File: config.mk
export PLATFORM = sky130hd
export DESIGN_NAME = uart_tx_arbiter
export DESIGN_NICKNAME = d
export VERILOG_FILES = /design/src/rtl/uart_pkg.sv /design/src/rtl/uart_tx_serializer.sv /design/src/rtl/uart_tx_arbiter.sv
export SDC_FILE = /design/constraint.sdc
export NUM_CORES = 1
export LEC_CHECK = 0
export ABC_AREA = 1
export BUFFER_PORTS_ARGS = -buffer_cell sky130_fd_sc_hd__buf_2
export CORE_MARGIN = 2
export CORE_UTILIZATION = 60
export CTS_BUF_LIST = sky130_fd_sc_hd__clkbuf_4 sky130_fd_sc_hd__clkbuf_8 sky130_fd_sc_hd__clkbuf_16
export DETAILED_ROUTE_END_ITERATION = 8
export MAX_ROUTING_LAYER = met4
export PLACE_DENSITY_LB_ADDON = 0.25
export SETUP_SLACK_MARGIN = 0.05
export SYNTH_ARGS = -nofsm -noshare
export SYNTH_HDL_FRONTEND = slang
export SYNTH_SLANG_ARGS = --single-unit
File: constraint.sdc
create_clock -name clock -period 4 [get_ports clock]
set_input_delay 0.6 -clock clock [delete_from_list [all_inputs] [get_ports clock]]
set_output_delay 0.6 -clock clock [all_outputs]
set_load 0.1 [all_outputs]
File: src/rtl/uart_pkg.sv
// rtl/uart_pkg.sv - shared types and helpers for the UART transmit arbiter
package uart_pkg;

  localparam int UART_DATA_BITS = 8;

  typedef enum logic [1:0] {
    IDLE,
    START,
    DATA,
    STOP
  } ser_state_t;

  // Index width that stays legal (>= 1 bit) even for a count of one.
  function automatic int idx_width(input int n);
    return (n > 1) ? $clog2(n) : 1;
  endfunction

endpackage

File: src/rtl/uart_tx_serializer.sv
// rtl/uart_tx_serializer.sv - 8N1 frame serializer with a handshake byte input
module uart_tx_serializer
  import uart_pkg::*;
#(
  parameter int CLKS_PER_BIT = 868
) (
  input  logic                      clock,
  input  logic                      reset,
  input  logic                      in_valid,
  input  logic [UART_DATA_BITS-1:0] in_data,
  output logic                      in_ready,
  output logic                      busy,
  output logic                      tx
);

  localparam int CW = idx_width(CLKS_PER_BIT);
  localparam int BW = idx_width(UART_DATA_BITS);
  localparam logic [CW-1:0] CYC_LAST = CW'(CLKS_PER_BIT - 1);
  localparam logic [BW-1:0] BIT_LAST = BW'(UART_DATA_BITS - 1);

  ser_state_t                state;
  logic [CW-1:0]             cyc_cnt;
  logic [BW-1:0]             bit_cnt;
  logic [UART_DATA_BITS-1:0] shreg;
  logic                      run_q;
  logic                      bit_end;
  logic                      accept;

  assign bit_end = (cyc_cnt == CYC_LAST);
  // Ready in the last STOP cycle lets the next START follow with no idle gap.
  assign in_ready = run_q && ((state == IDLE) || ((state == STOP) && bit_end));
  assign accept = in_valid && in_ready;

  always_ff @(posedge clock or negedge reset) begin
    if (!reset) begin
      state   <= IDLE;
      cyc_cnt <= '0;
      bit_cnt <= '0;
      shreg   <= '0;
      tx      <= 1'b1;
      busy    <= 1'b0;
      run_q   <= 1'b0;
    end else begin
      run_q <= 1'b1;
      if (accept) begin
        state   <= START;
        cyc_cnt <= '0;
        bit_cnt <= '0;
        shreg   <= in_data;
        tx      <= 1'b0;
        busy    <= 1'b1;
      end else begin
        case (state)
          IDLE: begin
            cyc_cnt <= '0;
          end
          START: begin
            if (bit_end) begin
              state   <= DATA;
              cyc_cnt <= '0;
              tx      <= shreg[0];
            end else begin
              cyc_cnt <= cyc_cnt + 1'b1;
            end
          end
          DATA: begin
            if (bit_end) begin
              cyc_cnt <= '0;
              if (bit_cnt == BIT_LAST) begin
                state <= STOP;
                tx    <= 1'b1;
              end else begin
                bit_cnt <= bit_cnt + 1'b1;
                shreg   <= shreg >> 1;
                tx      <= shreg[1];
              end
            end else begin
              cyc_cnt <= cyc_cnt + 1'b1;
            end
          end
          STOP: begin
            if (bit_end) begin
              state   <= IDLE;
              cyc_cnt <= '0;
              busy    <= 1'b0;
            end else begin
              cyc_cnt <= cyc_cnt + 1'b1;
            end
          end
          default: begin
            state <= IDLE;
            tx    <= 1'b1;
            busy  <= 1'b0;
          end
        endcase
      end
    end
  end

endmodule

File: src/rtl/uart_tx_arbiter.sv
// rtl/uart_tx_arbiter.sv - round-robin, message-locking share of one UART TX pin
module uart_tx_arbiter
  import uart_pkg::*;
#(
  parameter int NUM_REQ      = 4,
  parameter int CLKS_PER_BIT = 868,
  parameter int LOCK_TIMEOUT = 1024
) (
  input  logic                                clock,
  input  logic                                reset,
  input  logic [NUM_REQ-1:0]                  req_valid,
  input  logic [UART_DATA_BITS*NUM_REQ-1:0]   req_data,
  input  logic [NUM_REQ-1:0]                  req_last,
  output logic [NUM_REQ-1:0]                  req_ready,
  output logic                                grant_valid,
  output logic [idx_width(NUM_REQ)-1:0]       grant_id,
  output logic                                busy,
  output logic                                uart_tx
);

  localparam int IW = idx_width(NUM_REQ);
  localparam int TW = idx_width(LOCK_TIMEOUT);
  localparam logic [IW-1:0] IDX_LAST   = IW'(NUM_REQ - 1);
  localparam logic [IW:0]   NUM_REQ_W  = (IW + 1)'(NUM_REQ);
  localparam logic [TW-1:0] TIMER_LAST = TW'(LOCK_TIMEOUT - 1);

  logic [IW-1:0]             rr_ptr;
  logic [TW-1:0]             lock_timer;
  logic [NUM_REQ-1:0]        rr_pick;
  logic [IW-1:0]             cand;
  logic [IW:0]               cand_sum;
  logic                      found;
  logic                      ser_ready;
  logic                      xfer;
  logic [IW-1:0]             xfer_id;
  logic                      xfer_last;
  logic [UART_DATA_BITS-1:0] ser_data;

  function automatic logic [IW-1:0] next_idx(input logic [IW-1:0] i);
    return (i == IDX_LAST) ? '0 : i + 1'b1;
  endfunction

  // First valid requester at or after the pointer, wrapping modulo NUM_REQ.
  always_comb begin
    rr_pick  = '0;
    found    = 1'b0;
    cand     = '0;
    cand_sum = '0;
    for (int k = 0; k < NUM_REQ; k++) begin
      cand_sum = {1'b0, rr_ptr} + (IW + 1)'(k);
      if (cand_sum >= NUM_REQ_W) cand_sum = cand_sum - NUM_REQ_W;
      cand = cand_sum[IW-1:0];
      if (!found && req_valid[cand]) begin
        rr_pick[cand] = 1'b1;
        found         = 1'b1;
      end
    end
  end

  always_comb begin
    req_ready = '0;
    if (ser_ready) begin
      if (grant_valid) req_ready[grant_id] = req_valid[grant_id];
      else             req_ready = rr_pick;
    end
  end

  always_comb begin
    xfer_id   = '0;
    xfer_last = 1'b0;
    ser_data  = '0;
    for (int i = 0; i < NUM_REQ; i++) begin
      if (req_ready[i]) begin
        xfer_id   = IW'(i);
        xfer_last = req_last[i];
        ser_data  = req_data[UART_DATA_BITS*i +: UART_DATA_BITS];
      end
    end
  end

  assign xfer = |req_ready;

  // A transfer always takes priority over timer expiry, so the holder never loses a byte.
  always_ff @(posedge clock or negedge reset) begin
    if (!reset) begin
      rr_ptr      <= '0;
      grant_valid <= 1'b0;
      grant_id    <= '0;
      lock_timer  <= '0;
    end else if (xfer) begin
      rr_ptr     <= next_idx(xfer_id);
      lock_timer <= '0;
      if (xfer_last) begin
        grant_valid <= 1'b0;
      end else begin
        grant_valid <= 1'b1;
        grant_id    <= xfer_id;
      end
    end else if (grant_valid && !req_valid[grant_id]) begin
      if (lock_timer == TIMER_LAST) begin
        grant_valid <= 1'b0;
        lock_timer  <= '0;
        rr_ptr      <= next_idx(grant_id);
      end else begin
        lock_timer <= lock_timer + 1'b1;
      end
    end else begin
      lock_timer <= '0;
    end
  end

  uart_tx_serializer #(
    .CLKS_PER_BIT(CLKS_PER_BIT)
  ) u_ser (
    .clock   (clock),
    .reset   (reset),
    .in_valid(xfer),
    .in_data (ser_data),
    .in_ready(ser_ready),
    .busy    (busy),
    .tx      (uart_tx)
  );

endmodule

==> results of run 1 <==
-- worst max path at each step --
stage	slack [ns]	depth (start not counted)	from	end
final	0.53	12	rr_ptr[0]	req_ready[3]
after floorplan	0.87	10	grant_id[1]	req_ready[1]
after global routing	0.29	12	rr_ptr[0]	req_ready[3]
after detailed placement	0.88	12	rr_ptr[0]	req_ready[3]
after CTS	0.53	12	rr_ptr[0]	req_ready[3]
after global placement	0.96	12	rr_ptr[0]	req_ready[3]
-- registers in the layout (all words and copies together), names as in the netlist, 2 cells and up --
register	count
u_ser.shreg	8
u_ser.bit_cnt	3
grant_id	2
lock_timer	10
u_ser.state	2
u_ser.cyc_cnt	10
rr_ptr	2
-- metal layers --
metal / wire length [microns] / up-vias
li1: - / 1425
met2: 3070 / 81
met1: 2890 / 1258
met3: 278 / 12
met4: 118 / 0
met5: 0 / -
-- cells in the mapped netlist --
library cell,n
inv_1,42
o211ai_1,2
nand4_1,5
nand2_2,8
nand3_2,3
ha_1,22
nand2_4,6
nor2_4,3
nand3b_4,1
a211oi_1,1
nor3_2,1
nand2_8,1
o211ai_2,1
inv_2,3
nor3b_1,3
xor2_1,9
nand3b_1,1
nor2_1,55
inv_4,3
o21ai_0,7
a21oi_1,13
o21ai_2,1
nand3_1,49
conb_1,1
and3_1,1
clkbuf_1,1
nor3_1,6
or2_2,4
nand3_4,1
nand2_1,105
o21ai_1,9
buf_6,4
dfstp_2,1
nor2_8,2
dfrtp_1,40
-- per-stage QoR --
step / util / total power, W
global placement: 0.670 / 0.00219
detailed placement: 0.670 / 0.00222
floorplan: - / 0.00196
CTS: 0.694 / 0.00258
finish: 0.694 / 0.00257
global route: 0.694 / 0.00280
-- power by group through the flow --
stage	sequential (W)	combinational, W	clock (W)
floorplan	0.000736	0.00122	0
global placement	0.000634	0.00156	0
detailed placement	0.000640	0.00158	0
CTS	0.000634	0.00159	0.000361
global route	0.000652	0.00177	0.000381
finish	0.000635	0.00158	0.000355
-- layout make-up --
type,count,area (sq um),share of cell area
inverters,48,188,0.0540
clock buffers,7,90.1,0.0259
well taps,70,87.6,0.0252
flip-flops and latches,41,1030,0.295
repair buffers,50,250,0.0720
multi-input cells,321,1800,0.519
clock inverters,1,30.0,0.00864
-- worst max-delay path: stages, from the launching register on --
cell and delay [ns]:
dfrtp_1 0.56, inv_2 0.18, ha_1 0.37, inv_1 0.11
nand3_1 0.08, nand2_1 0.10, nand2_4 0.07, inv_1 0.10
nand3_1 0.08, nand3_1 0.10, nand2_2 0.18, inv_4 0.18
buf_2 0.44
-- kinds of logic (layout without fill, tap and decap cells) --
group	Yosys count	in the layout	synth area share
xor gates and xnor gates	9	9	0.0257
and+or+nand+nor	255	255	0.410
other	1	1	0.00122
DFF	41	41	0.335
AOI/OAI and AO/OA	34	34	0.0616
buffers and inverters	53	106	0.0771
adders and majority gates	22	22	0.0897
==> metrics.txt, run 1 <==
# TYPE chip_impl_metric gauge
chip_impl_info{name="run_status",value="finished clean"} 1
chip_impl_metric{name="gr-usage-met3",unit=""} 0.0476
chip_impl_metric{name="yosys.area.top_type_share",unit=""} 0.326
chip_impl_metric{name="critPathMaxFanout",unit=""} 13
chip_impl_metric{name="dieHeight",unit="microns"} 75.5
chip_impl_metric{name="postSynthRegisterBits",unit=""} 41
chip_impl_info{name="tritoncts",value="done"} 1
chip_impl_metric{name="final_critical_path_setup_slack",unit="ns"} 0.526
chip_impl_metric{name="placement.cell_area",unit="sq mm"} 0.00336
chip_impl_metric{name="ctsLongestPathBuffers",unit=""} 2
chip_impl_metric{name="crit_arrival",unit="ns"} 2.87
chip_impl_metric{name="post_drt_wl_per_cell",unit="microns"} 11.8
chip_impl_metric{name="finalWirelength",unit="mm"} 6.36
chip_impl_metric{name="grt_usage",unit=""} 0.251
chip_impl_info{name="worst_hold_path_type",value="in -> async"} 1
chip_impl_metric{name="vias",unit=""} 2776
chip_impl_metric{name="net-switching-power",unit="W"} 0.00134
chip_impl_metric{name="timing.final.max_slew_violations",unit=""} 0
chip_impl_metric{name="fmax",unit="MHz"} 288
chip_impl_metric{name="powerDensity",unit="mW/mm^2"} 739
chip_impl_metric{name="post_drt_via_cell_ratio",unit=""} 5.16
chip_impl_metric{name="power.share.combinational",unit=""} 0.615
chip_impl_info{name="cp-end-kind",value="primary output"} 1
chip_impl_metric{name="tightestPinTransition",unit="ns"} 0.906
chip_impl_info{name="global_route.peak_usage_layer",value="met2"} 1
chip_impl_metric{name="antenna_found_initial",unit=""} 0
chip_impl_metric{name="ir_drop",unit="mV"} 0.448
chip_impl_metric{name="regToRegSetupSlack",unit="ns"} 1.15
chip_impl_metric{name="timing.critical_path.required",unit="ns"} 3.40
chip_impl_metric{name="p_sw_frac",unit=""} 0.522
chip_impl_metric{name="h-tree-depth",unit=""} 2
chip_impl_info{name="critical_path.reg2reg.endpoint",value="rr_ptr[1]"} 1
chip_impl_metric{name="power.share.sequential",unit=""} 0.247
chip_impl_metric{name="power.share.clock",unit=""} 0.138
chip_impl_info{name="root_buf_cell",value="clkbuf_8"} 1
chip_impl_metric{name="r2r.worst_path.cells",unit=""} 16
chip_impl_metric{name="worst_hold_slack",unit="ns"} 0.415
chip_impl_metric{name="yosysWarnings",unit=""} 0
chip_impl_metric{name="setup_total_neg_slack",unit="ns"} 0
chip_impl_metric{name="clock_sink_count",unit=""} 41
chip_impl_info{name="rsz_0062_raised_after_global_routing",value="false"} 1
chip_impl_metric{name="timing.final.crit_period",unit="ns"} 3.47
chip_impl_metric{name="drtAntennaViolNets",unit=""} 0
chip_impl_metric{name="first_global_vias",unit=""} 2501
chip_impl_metric{name="dpl.cell_count",unit=""} 530
chip_impl_info{name="mostFrequentLayoutCell",value="nand2_1"} 1
chip_impl_metric{name="synthesis.area",unit="sq mm"} 0.00307
chip_impl_metric{name="final_layout_size_suffix_gt1_frac",unit=""} 0.207
chip_impl_metric{name="leftover_overflow_at_the_end_of_global_routing",unit=""} 0
chip_impl_metric{name="min_period_over_period",unit=""} 0.869
chip_impl_info{name="synth.largest_area_cell",value="dfrtp_1"} 1
chip_impl_info{name="most-common-layout-cells",value="nand2_1 (105), nor2_1 (55), buf_2 (50), nand3_1 (49), inv_1 (42)"} 1
chip_impl_metric{name="place.port_buffers",unit=""} 50
chip_impl_metric{name="internal-power",unit="W"} 0.00123
chip_impl_metric{name="antennaDiodeCount",unit=""} 0
chip_impl_info{name="crit-reg2reg-launch",value="rr_ptr[0]"} 1
chip_impl_metric{name="detailed_place_hpwl",unit="mm"} 4.94
chip_impl_metric{name="largest_net_degree_at_the_start_of_global_routing",unit=""} 42
chip_impl_metric{name="syn_to_final_growth",unit="%"} 13.3
chip_impl_metric{name="synth_seq_area_share",unit=""} 0.335
chip_impl_metric{name="leakage_power_figure",unit="nW"} 1.80
chip_impl_metric{name="post-cts-setup-buffer-count",unit=""} 0
chip_impl_metric{name="num_io_pins",unit=""} 51
chip_impl_metric{name="drv.max_cap_violation_count",unit=""} 0
chip_impl_metric{name="fin_nets",unit=""} 531
chip_impl_metric{name="slew-limit-headroom",unit=""} 0.396
chip_impl_metric{name="timing.clock.skew",unit="ns"} 0.00560
chip_impl_metric{name="cts.hold.buffers_added",unit=""} 0
chip_impl_metric{name="groute.layer.met2.usage",unit=""} 0.418
chip_impl_metric{name="initial_cell_density_of_the_core",unit=""} 0.612
chip_impl_metric{name="cts-resized-gates",unit=""} 0
chip_impl_metric{name="netlist_cell_types",unit=""} 35
chip_impl_metric{name="syn-mean-instance-area",unit="sq um"} 7.39
chip_impl_metric{name="report.final.setup_viol",unit=""} 0
chip_impl_metric{name="detail_route.first_pass.iterations",unit=""} 4
chip_impl_metric{name="design.die.area",unit="sq mm"} 0.00570
chip_impl_metric{name="core_region_area",unit="sq mm"} 0.00501
chip_impl_metric{name="grtUsageMet1",unit=""} 0.308
chip_impl_metric{name="floorplan.rows",unit=""} 26
chip_impl_metric{name="worstSkewPairLatency",unit="ns"} 0.30
chip_impl_info{name="worstSetupStartpointType",value="flip-flop"} 1
chip_impl_info{name="synth.area.top_cells",value="dfrtp_1 (33%), nand2_1 (13%), ha_1 (9.0%), nand3_1 (8.0%), nor2_1 (6.7%)"} 1
chip_impl_metric{name="gate_count_of_the_mapped_netlist",unit=""} 415
chip_impl_metric{name="detailedRoute.firstIterationViolations",unit=""} 100
chip_impl_metric{name="place.gp.congestion",unit=""} 0.855
chip_impl_metric{name="nFillCells",unit=""} 444
chip_impl_metric{name="finalInstanceArea",unit="sq mm"} 0.00348
chip_impl_metric{name="timing_hold_violations_final",unit=""} 0
chip_impl_metric{name="grt_pass1_wl",unit="mm"} 10.6
chip_impl_metric{name="placement.setup.worst_slack",unit="ns"} 0.877
chip_impl_metric{name="floorplan.die.width",unit="microns"} 75.5
chip_impl_metric{name="final_cells",unit=""} 538
chip_impl_metric{name="syn-num-nets",unit=""} 479
chip_impl_metric{name="clkTransAtPathRegs",unit="ns"} 0.08
chip_impl_info{name="critical_path_class",value="reg -> out"} 1
chip_impl_metric{name="detail_route.drc_violations",unit=""} 0
chip_impl_metric{name="cts_buffers",unit=""} 5
Note: power is estimated with default switching activity, not from simulation.
==> run 2, diff against run 1 <==
Settings changed: CORE_ASPECT_RATIO set to 1.2.
==> metrics.txt, run 2 (same netlist as run 1, synthesis figures left out) <==
# TYPE chip_impl_metric gauge
chip_impl_info{name="run_status",value="finished clean"} 1
chip_impl_info{name="rsz_0062_raised_after_global_routing",value="false"} 1
chip_impl_metric{name="report.final.setup_viol",unit=""} 0
chip_impl_info{name="worst_hold_path_type",value="in -> async"} 1
chip_impl_metric{name="crit_arrival",unit="ns"} 2.89
chip_impl_metric{name="antennaDiodeCount",unit=""} 0
chip_impl_metric{name="final_cells",unit=""} 528
chip_impl_metric{name="setup_total_neg_slack",unit="ns"} 0
chip_impl_metric{name="power.share.clock",unit=""} 0.136
chip_impl_metric{name="initial_cell_density_of_the_core",unit=""} 0.621
chip_impl_metric{name="groute.layer.met2.usage",unit=""} 0.436
chip_impl_metric{name="finalWirelength",unit="mm"} 6.55
chip_impl_metric{name="clock_sink_count",unit=""} 41
chip_impl_metric{name="detailed_place_hpwl",unit="mm"} 5.06
chip_impl_metric{name="h-tree-depth",unit=""} 2
chip_impl_metric{name="floorplan.die.width",unit="microns"} 69.3
chip_impl_metric{name="final_critical_path_setup_slack",unit="ns"} 0.514
chip_impl_metric{name="cts-resized-gates",unit=""} 0
chip_impl_info{name="root_buf_cell",value="clkbuf_8"} 1
chip_impl_metric{name="syn_to_final_growth",unit="%"} 12.9
chip_impl_metric{name="post_drt_wl_per_cell",unit="microns"} 12.4
chip_impl_info{name="tritoncts",value="done"} 1
chip_impl_metric{name="placement.setup.worst_slack",unit="ns"} 0.858
chip_impl_metric{name="post_drt_via_cell_ratio",unit=""} 5.30
chip_impl_metric{name="leakage_power_figure",unit="nW"} 1.80
chip_impl_metric{name="grtUsageMet1",unit=""} 0.285
chip_impl_metric{name="timing_hold_violations_final",unit=""} 0
chip_impl_metric{name="timing.final.max_slew_violations",unit=""} 0
chip_impl_info{name="global_route.peak_usage_layer",value="met2"} 1
chip_impl_metric{name="worstSkewPairLatency",unit="ns"} 0.30
chip_impl_info{name="worstSetupStartpointType",value="flip-flop"} 1
chip_impl_metric{name="first_global_vias",unit=""} 2511
chip_impl_metric{name="powerDensity",unit="mW/mm^2"} 746
chip_impl_metric{name="largest_net_degree_at_the_start_of_global_routing",unit=""} 42
chip_impl_metric{name="design.die.area",unit="sq mm"} 0.00570
chip_impl_metric{name="timing.critical_path.required",unit="ns"} 3.40
chip_impl_metric{name="num_io_pins",unit=""} 51
chip_impl_metric{name="timing.final.crit_period",unit="ns"} 3.49
chip_impl_metric{name="floorplan.rows",unit=""} 28
chip_impl_info{name="critical_path_class",value="reg -> out"} 1
chip_impl_metric{name="slew-limit-headroom",unit=""} 0.409
chip_impl_metric{name="final_layout_size_suffix_gt1_frac",unit=""} 0.207
chip_impl_metric{name="power.share.combinational",unit=""} 0.618
chip_impl_info{name="cp-end-kind",value="primary output"} 1
chip_impl_metric{name="core_region_area",unit="sq mm"} 0.00494
chip_impl_metric{name="post-cts-setup-buffer-count",unit=""} 0
chip_impl_metric{name="critPathMaxFanout",unit=""} 13
chip_impl_metric{name="antenna_found_initial",unit=""} 0
chip_impl_metric{name="ir_drop",unit="mV"} 0.426
chip_impl_metric{name="drv.max_cap_violation_count",unit=""} 0
chip_impl_metric{name="fmax",unit="MHz"} 287
chip_impl_metric{name="detail_route.first_pass.iterations",unit=""} 4
chip_impl_metric{name="fin_nets",unit=""} 531
chip_impl_metric{name="ctsLongestPathBuffers",unit=""} 2
chip_impl_metric{name="drtAntennaViolNets",unit=""} 0
chip_impl_metric{name="dpl.cell_count",unit=""} 520
chip_impl_info{name="layout_top_registers",value="lock_timer (10), u_ser.cyc_cnt (10), u_ser.shreg (8)"} 1
chip_impl_metric{name="dieHeight",unit="microns"} 82.3
chip_impl_metric{name="cts.hold.buffers_added",unit=""} 0
chip_impl_info{name="most-common-layout-cells",value="nand2_1 (105), nor2_1 (55), buf_2 (50), nand3_1 (49), inv_1 (42)"} 1
chip_impl_metric{name="net-switching-power",unit="W"} 0.00136
chip_impl_metric{name="detailedRoute.firstIterationViolations",unit=""} 118
chip_impl_metric{name="leftover_overflow_at_the_end_of_global_routing",unit=""} 0
chip_impl_metric{name="cts_buffers",unit=""} 5
chip_impl_metric{name="grt_usage",unit=""} 0.243
chip_impl_metric{name="place.port_buffers",unit=""} 50
chip_impl_metric{name="total_power",unit="W"} 0.00258
chip_impl_metric{name="power.share.sequential",unit=""} 0.246
chip_impl_metric{name="p_sw_frac",unit=""} 0.525
chip_impl_metric{name="min_period_over_period",unit=""} 0.872
chip_impl_metric{name="place.gp.congestion",unit=""} 0.927
chip_impl_info{name="mostFrequentLayoutCell",value="nand2_1"} 1
chip_impl_metric{name="gr-usage-met3",unit=""} 0.0267
chip_impl_metric{name="grt_pass1_wl",unit="mm"} 10.9
chip_impl_metric{name="clkTransAtPathRegs",unit="ns"} 0.08
chip_impl_metric{name="internal-power",unit="W"} 0.00123
chip_impl_metric{name="tightestPinTransition",unit="ns"} 0.886
chip_impl_metric{name="timing.clock.skew",unit="ns"} 0.00698
chip_impl_metric{name="vias",unit=""} 2797
chip_impl_metric{name="detail_route.drc_violations",unit=""} 0
==> run 2: critical path, stage by stage (launching register included) <==
cell and delay (ns):
dfrtp_1 0.55, inv_2 0.19, ha_1 0.38, inv_1 0.11, nand3_1 0.08, nand2_1 0.10
nand2_4 0.07, inv_1 0.11, nand3_1 0.08, nand3_1 0.10, nand2_2 0.19, inv_4 0.18
buf_2 0.45
==> run 2: stage by stage <==
step	hold WS, ns	area (sq um)	util
global placement	0.459	3340	0.677
detailed placement	0.460	3340	0.677
CTS	0.460	3460	0.701
finish	0.426	3460	0.701
floorplan	0.304	3070	-
global route	0.501	3460	0.701
==> run 2: path summary, 6_finish.rpt <==
path,start,endpoint,slack [ns],cells past startpoint
max in group asynchronous,reset,u_ser.shreg[0],3.03,1
worst max register to register,rr_ptr[1],rr_ptr[1],1.18,16
worst min-delay path,reset,rr_ptr[0],0.43,1
worst max-delay path,rr_ptr[0],req_ready[3],0.51,12
worst min register to register,u_ser.tx,u_ser.tx,0.48,2
min in group clock,u_ser.tx,u_ser.tx,0.48,2
==> run 2: cell type report <==
class                           count  area, sq um
Sequential cell                    41         1030
Fill cell                         439         1480
Multi-Input combinational cell    321         1800
Tap cell                           60         75.1
Clock buffer                        7         90.1
Timing Repair Buffer               50          250
Clock inverter                      1         30.0
Inverter                           48          188
==> run 2: power groups by stage <==
stage / Combinational, W / Sequential (W) / Clock, W
final: 0.00160 / 0.000636 / 0.000352
after global routing: 0.00178 / 0.000651 / 0.000371
after CTS: 0.00160 / 0.000635 / 0.000356
after detailed placement: 0.00159 / 0.000642 / 0
after global placement: 0.00156 / 0.000636 / 0
after floorplan: 0.00122 / 0.000736 / 0
==> run 2: layer usage <==
layer,up-vias,wire (microns)
met1,1305,2860
met5,-,0
met4,0,134
met3,14,205
li1,1421,-
met2,57,3350
==> run 3, diff against run 2 <==
Settings changed: CORE_UTILIZATION 60 to 57.
Clock period 4 ns to 3.95 ns, I/O delays scaled along.
==> metrics.txt, run 3 (same netlist as run 1, synthesis figures left out) <==
# TYPE chip_impl_metric gauge
chip_impl_info{name="run_status",value="finished clean"} 1
chip_impl_metric{name="critical_path.max_stage_delay",unit="ns"} 0.56
chip_impl_metric{name="detail_route.first_pass.iterations",unit=""} 7
chip_impl_metric{name="final_layout_size_suffix_gt1_frac",unit=""} 0.207
chip_impl_metric{name="internal-power",unit="W"} 0.00119
chip_impl_metric{name="initial_cell_density_of_the_core",unit=""} 0.587
chip_impl_metric{name="ctsLongestPathBuffers",unit=""} 2
chip_impl_metric{name="timing.clock.skew",unit="ns"} 0.00868
chip_impl_metric{name="setup_total_neg_slack",unit="ns"} 0
chip_impl_metric{name="timing.final.crit_period",unit="ns"} 3.48
chip_impl_metric{name="detailedRoute.firstIterationViolations",unit=""} 118
chip_impl_metric{name="regToRegSetupSlack",unit="ns"} 1.13
chip_impl_metric{name="p_sw_frac",unit=""} 0.532
chip_impl_metric{name="syn_to_final_growth",unit="%"} 12.4
chip_impl_metric{name="detail_route.drc_violations",unit=""} 0
chip_impl_metric{name="dieHeight",unit="microns"} 84.4
chip_impl_info{name="cp_slowest_cell",value="dfrtp_1"} 1
chip_impl_info{name="most-common-layout-cells",value="nand2_1 (105), nor2_1 (55), buf_2 (50), nand3_1 (49), inv_1 (42)"} 1
chip_impl_metric{name="floorplan.die.width",unit="microns"} 71.0
chip_impl_metric{name="drtAntennaViolNets",unit=""} 0
chip_impl_metric{name="post-cts-setup-buffer-count",unit=""} 0
chip_impl_metric{name="finalWirelength",unit="mm"} 6.33
chip_impl_info{name="mostFrequentLayoutCell",value="nand2_1"} 1
chip_impl_metric{name="post_drt_wl_per_cell",unit="microns"} 11.9
chip_impl_metric{name="fmax",unit="MHz"} 288
chip_impl_metric{name="worstSkewPairLatency",unit="ns"} 0.29
chip_impl_info{name="worst_hold_path_type",value="in -> async"} 1
chip_impl_metric{name="leakage_power_figure",unit="nW"} 1.79
chip_impl_metric{name="grt_usage",unit=""} 0.231
chip_impl_metric{name="detailed_place_hpwl",unit="mm"} 5.04
chip_impl_metric{name="design.die.area",unit="sq mm"} 0.00599
chip_impl_metric{name="largest_net_degree_at_the_start_of_global_routing",unit=""} 42
chip_impl_metric{name="ir_drop",unit="mV"} 0.382
chip_impl_metric{name="placement.cell_area",unit="sq mm"} 0.00335
chip_impl_info{name="rsz_0062_raised_after_global_routing",value="false"} 1
chip_impl_info{name="critical_path.reg2reg.endpoint",value="rr_ptr[1]"} 1
chip_impl_metric{name="timing.final.max_slew_violations",unit=""} 0
chip_impl_metric{name="tightestPinTransition",unit="ns"} 0.912
chip_impl_metric{name="cts_buffers",unit=""} 5
chip_impl_metric{name="crit_arrival",unit="ns"} 2.88
chip_impl_metric{name="cts.hold.buffers_added",unit=""} 0
chip_impl_metric{name="timing_hold_violations_final",unit=""} 0
chip_impl_metric{name="finalInstanceArea",unit="sq mm"} 0.00345
chip_impl_info{name="worstSetupStartpointType",value="flip-flop"} 1
chip_impl_metric{name="power.share.clock",unit=""} 0.116
chip_impl_metric{name="net-switching-power",unit="W"} 0.00135
chip_impl_metric{name="antennaDiodeCount",unit=""} 0
chip_impl_metric{name="floorplan.rows",unit=""} 29
chip_impl_info{name="crit-reg2reg-launch",value="rr_ptr[0]"} 1
chip_impl_metric{name="drv.max_cap_violation_count",unit=""} 0
chip_impl_metric{name="antenna_found_initial",unit=""} 0
chip_impl_metric{name="power.share.sequential",unit=""} 0.252
chip_impl_info{name="critical_path_class",value="reg -> out"} 1
chip_impl_metric{name="r2r.worst_path.cells",unit=""} 16
chip_impl_metric{name="power.share.combinational",unit=""} 0.631
chip_impl_metric{name="vias",unit=""} 2774
chip_impl_metric{name="timing.critical_path.required",unit="ns"} 3.36
chip_impl_metric{name="min_period_over_period",unit=""} 0.880
chip_impl_metric{name="clock_sink_count",unit=""} 41
chip_impl_metric{name="post_drt_via_cell_ratio",unit=""} 5.23
chip_impl_metric{name="slew-limit-headroom",unit=""} 0.392
chip_impl_metric{name="report.final.setup_viol",unit=""} 0
chip_impl_metric{name="first_global_vias",unit=""} 2575
chip_impl_metric{name="nFillCells",unit=""} 473
chip_impl_metric{name="placement.setup.worst_slack",unit="ns"} 0.809
chip_impl_metric{name="place.port_buffers",unit=""} 50
chip_impl_metric{name="multi_input_comb_area",unit="sq mm"} 0.00180
chip_impl_info{name="timing.critical_path.cells",value="inv_2, ha_1, inv_1, nand3_1, nand2_1, nand2_4, inv_1, nand3_1, nand3_1, nand2_2, inv_4, buf_2"} 1
chip_impl_metric{name="num_io_pins",unit=""} 51
chip_impl_metric{name="core_region_area",unit="sq mm"} 0.00523
chip_impl_metric{name="clkTransAtPathRegs",unit="ns"} 0.08
chip_impl_info{name="cp-end-kind",value="primary output"} 1
chip_impl_metric{name="critPathMaxFanout",unit=""} 13
chip_impl_metric{name="fin_nets",unit=""} 531
chip_impl_metric{name="final_critical_path_setup_slack",unit="ns"} 0.475
chip_impl_metric{name="grt_pass1_wl",unit="mm"} 11.1
chip_impl_info{name="tritoncts",value="done"} 1
chip_impl_metric{name="place.gp.congestion",unit=""} 0.936
chip_impl_metric{name="powerDensity",unit="mW/mm^2"} 738
chip_impl_metric{name="h-tree-depth",unit=""} 2
chip_impl_info{name="root_buf_cell",value="clkbuf_8"} 1
chip_impl_metric{name="seq_cell_area",unit="sq mm"} 0.00103
chip_impl_info{name="path_common_cell",value="nand3_1"} 1
chip_impl_info{name="layout_top_registers",value="lock_timer (10), u_ser.cyc_cnt (10), u_ser.shreg (8)"} 1
chip_impl_metric{name="leftover_overflow_at_the_end_of_global_routing",unit=""} 0
chip_impl_metric{name="cts-resized-gates",unit=""} 0
==> run 3: cell types whose count changed in the layout (fill, tap and decap cells not counted) <==
cell       previous run  this run
bufinv_16             1         0
clkbuf_4              1         0
clkbuf_8              6         7
clkinv_2              0         1
==> run 3: critical path, delay by kind of cell (launching register included) <==
family                   cells  cell delay (ns)
adder cells (fa/ha/maj)      1             0.37
AND/OR/NAND/NOR              6             0.63
buffers and inverters        5             1.03
flip-flops                   1             0.56
==> run 3: final cells by class <==
type,instances,share of cell area
tap,62,0.0225
timing repair buffer,50,0.0726
multi-input combinational,321,0.523
sequential,41,0.298
clock inverter,1,0.00145
clock buffer,7,0.0279
inverter,48,0.0544
==> run 3: layer usage <==
metal	GRT usage	vias up	share of wire
met5	-	-	0
met4	0.0583	0	0.016
met3	0.0240	10	0.027
met2	0.407	55	0.51
met1	0.281	1276	0.44
li1	-	1433	-
==> run 3: power groups by stage <==
stage	combinational, W	clock, W	sequential (W)
CTS	0.00161	0.000303	0.000643
floorplan	0.00124	0	0.000745
global placement	0.00158	0	0.000644
finish	0.00161	0.000296	0.000642
detailed placement	0.00161	0	0.000650
global route	0.00181	0.000315	0.000662
==> run 3: through the flow <==
stage | cells | total power, W | util | hold WS [ns]
2_1_floorplan | 415 | 0.00198 | - | 0.297
3_3_place_gp | 522 | 0.00222 | 0.641 | 0.459
3_5_place_dp | 522 | 0.00226 | 0.641 | 0.471
4_1_cts | 530 | 0.00256 | 0.660 | 0.469
5_1_grt | 530 | 0.00278 | 0.660 | 0.497
6_report | 530 | 0.00254 | 0.660 | 0.429
==> run 3: how the worst max path moves through the flow <==
stage	depth (start not counted)	start	slack (ns)	to
floorplan	10	grant_id[1]	0.83	req_ready[1]
global placement	12	rr_ptr[0]	0.90	req_ready[3]
detailed placement	12	rr_ptr[0]	0.81	req_ready[3]
CTS	12	rr_ptr[0]	0.49	req_ready[3]
global route	12	rr_ptr[0]	0.20	req_ready[3]
finish	12	rr_ptr[0]	0.47	req_ready[3]
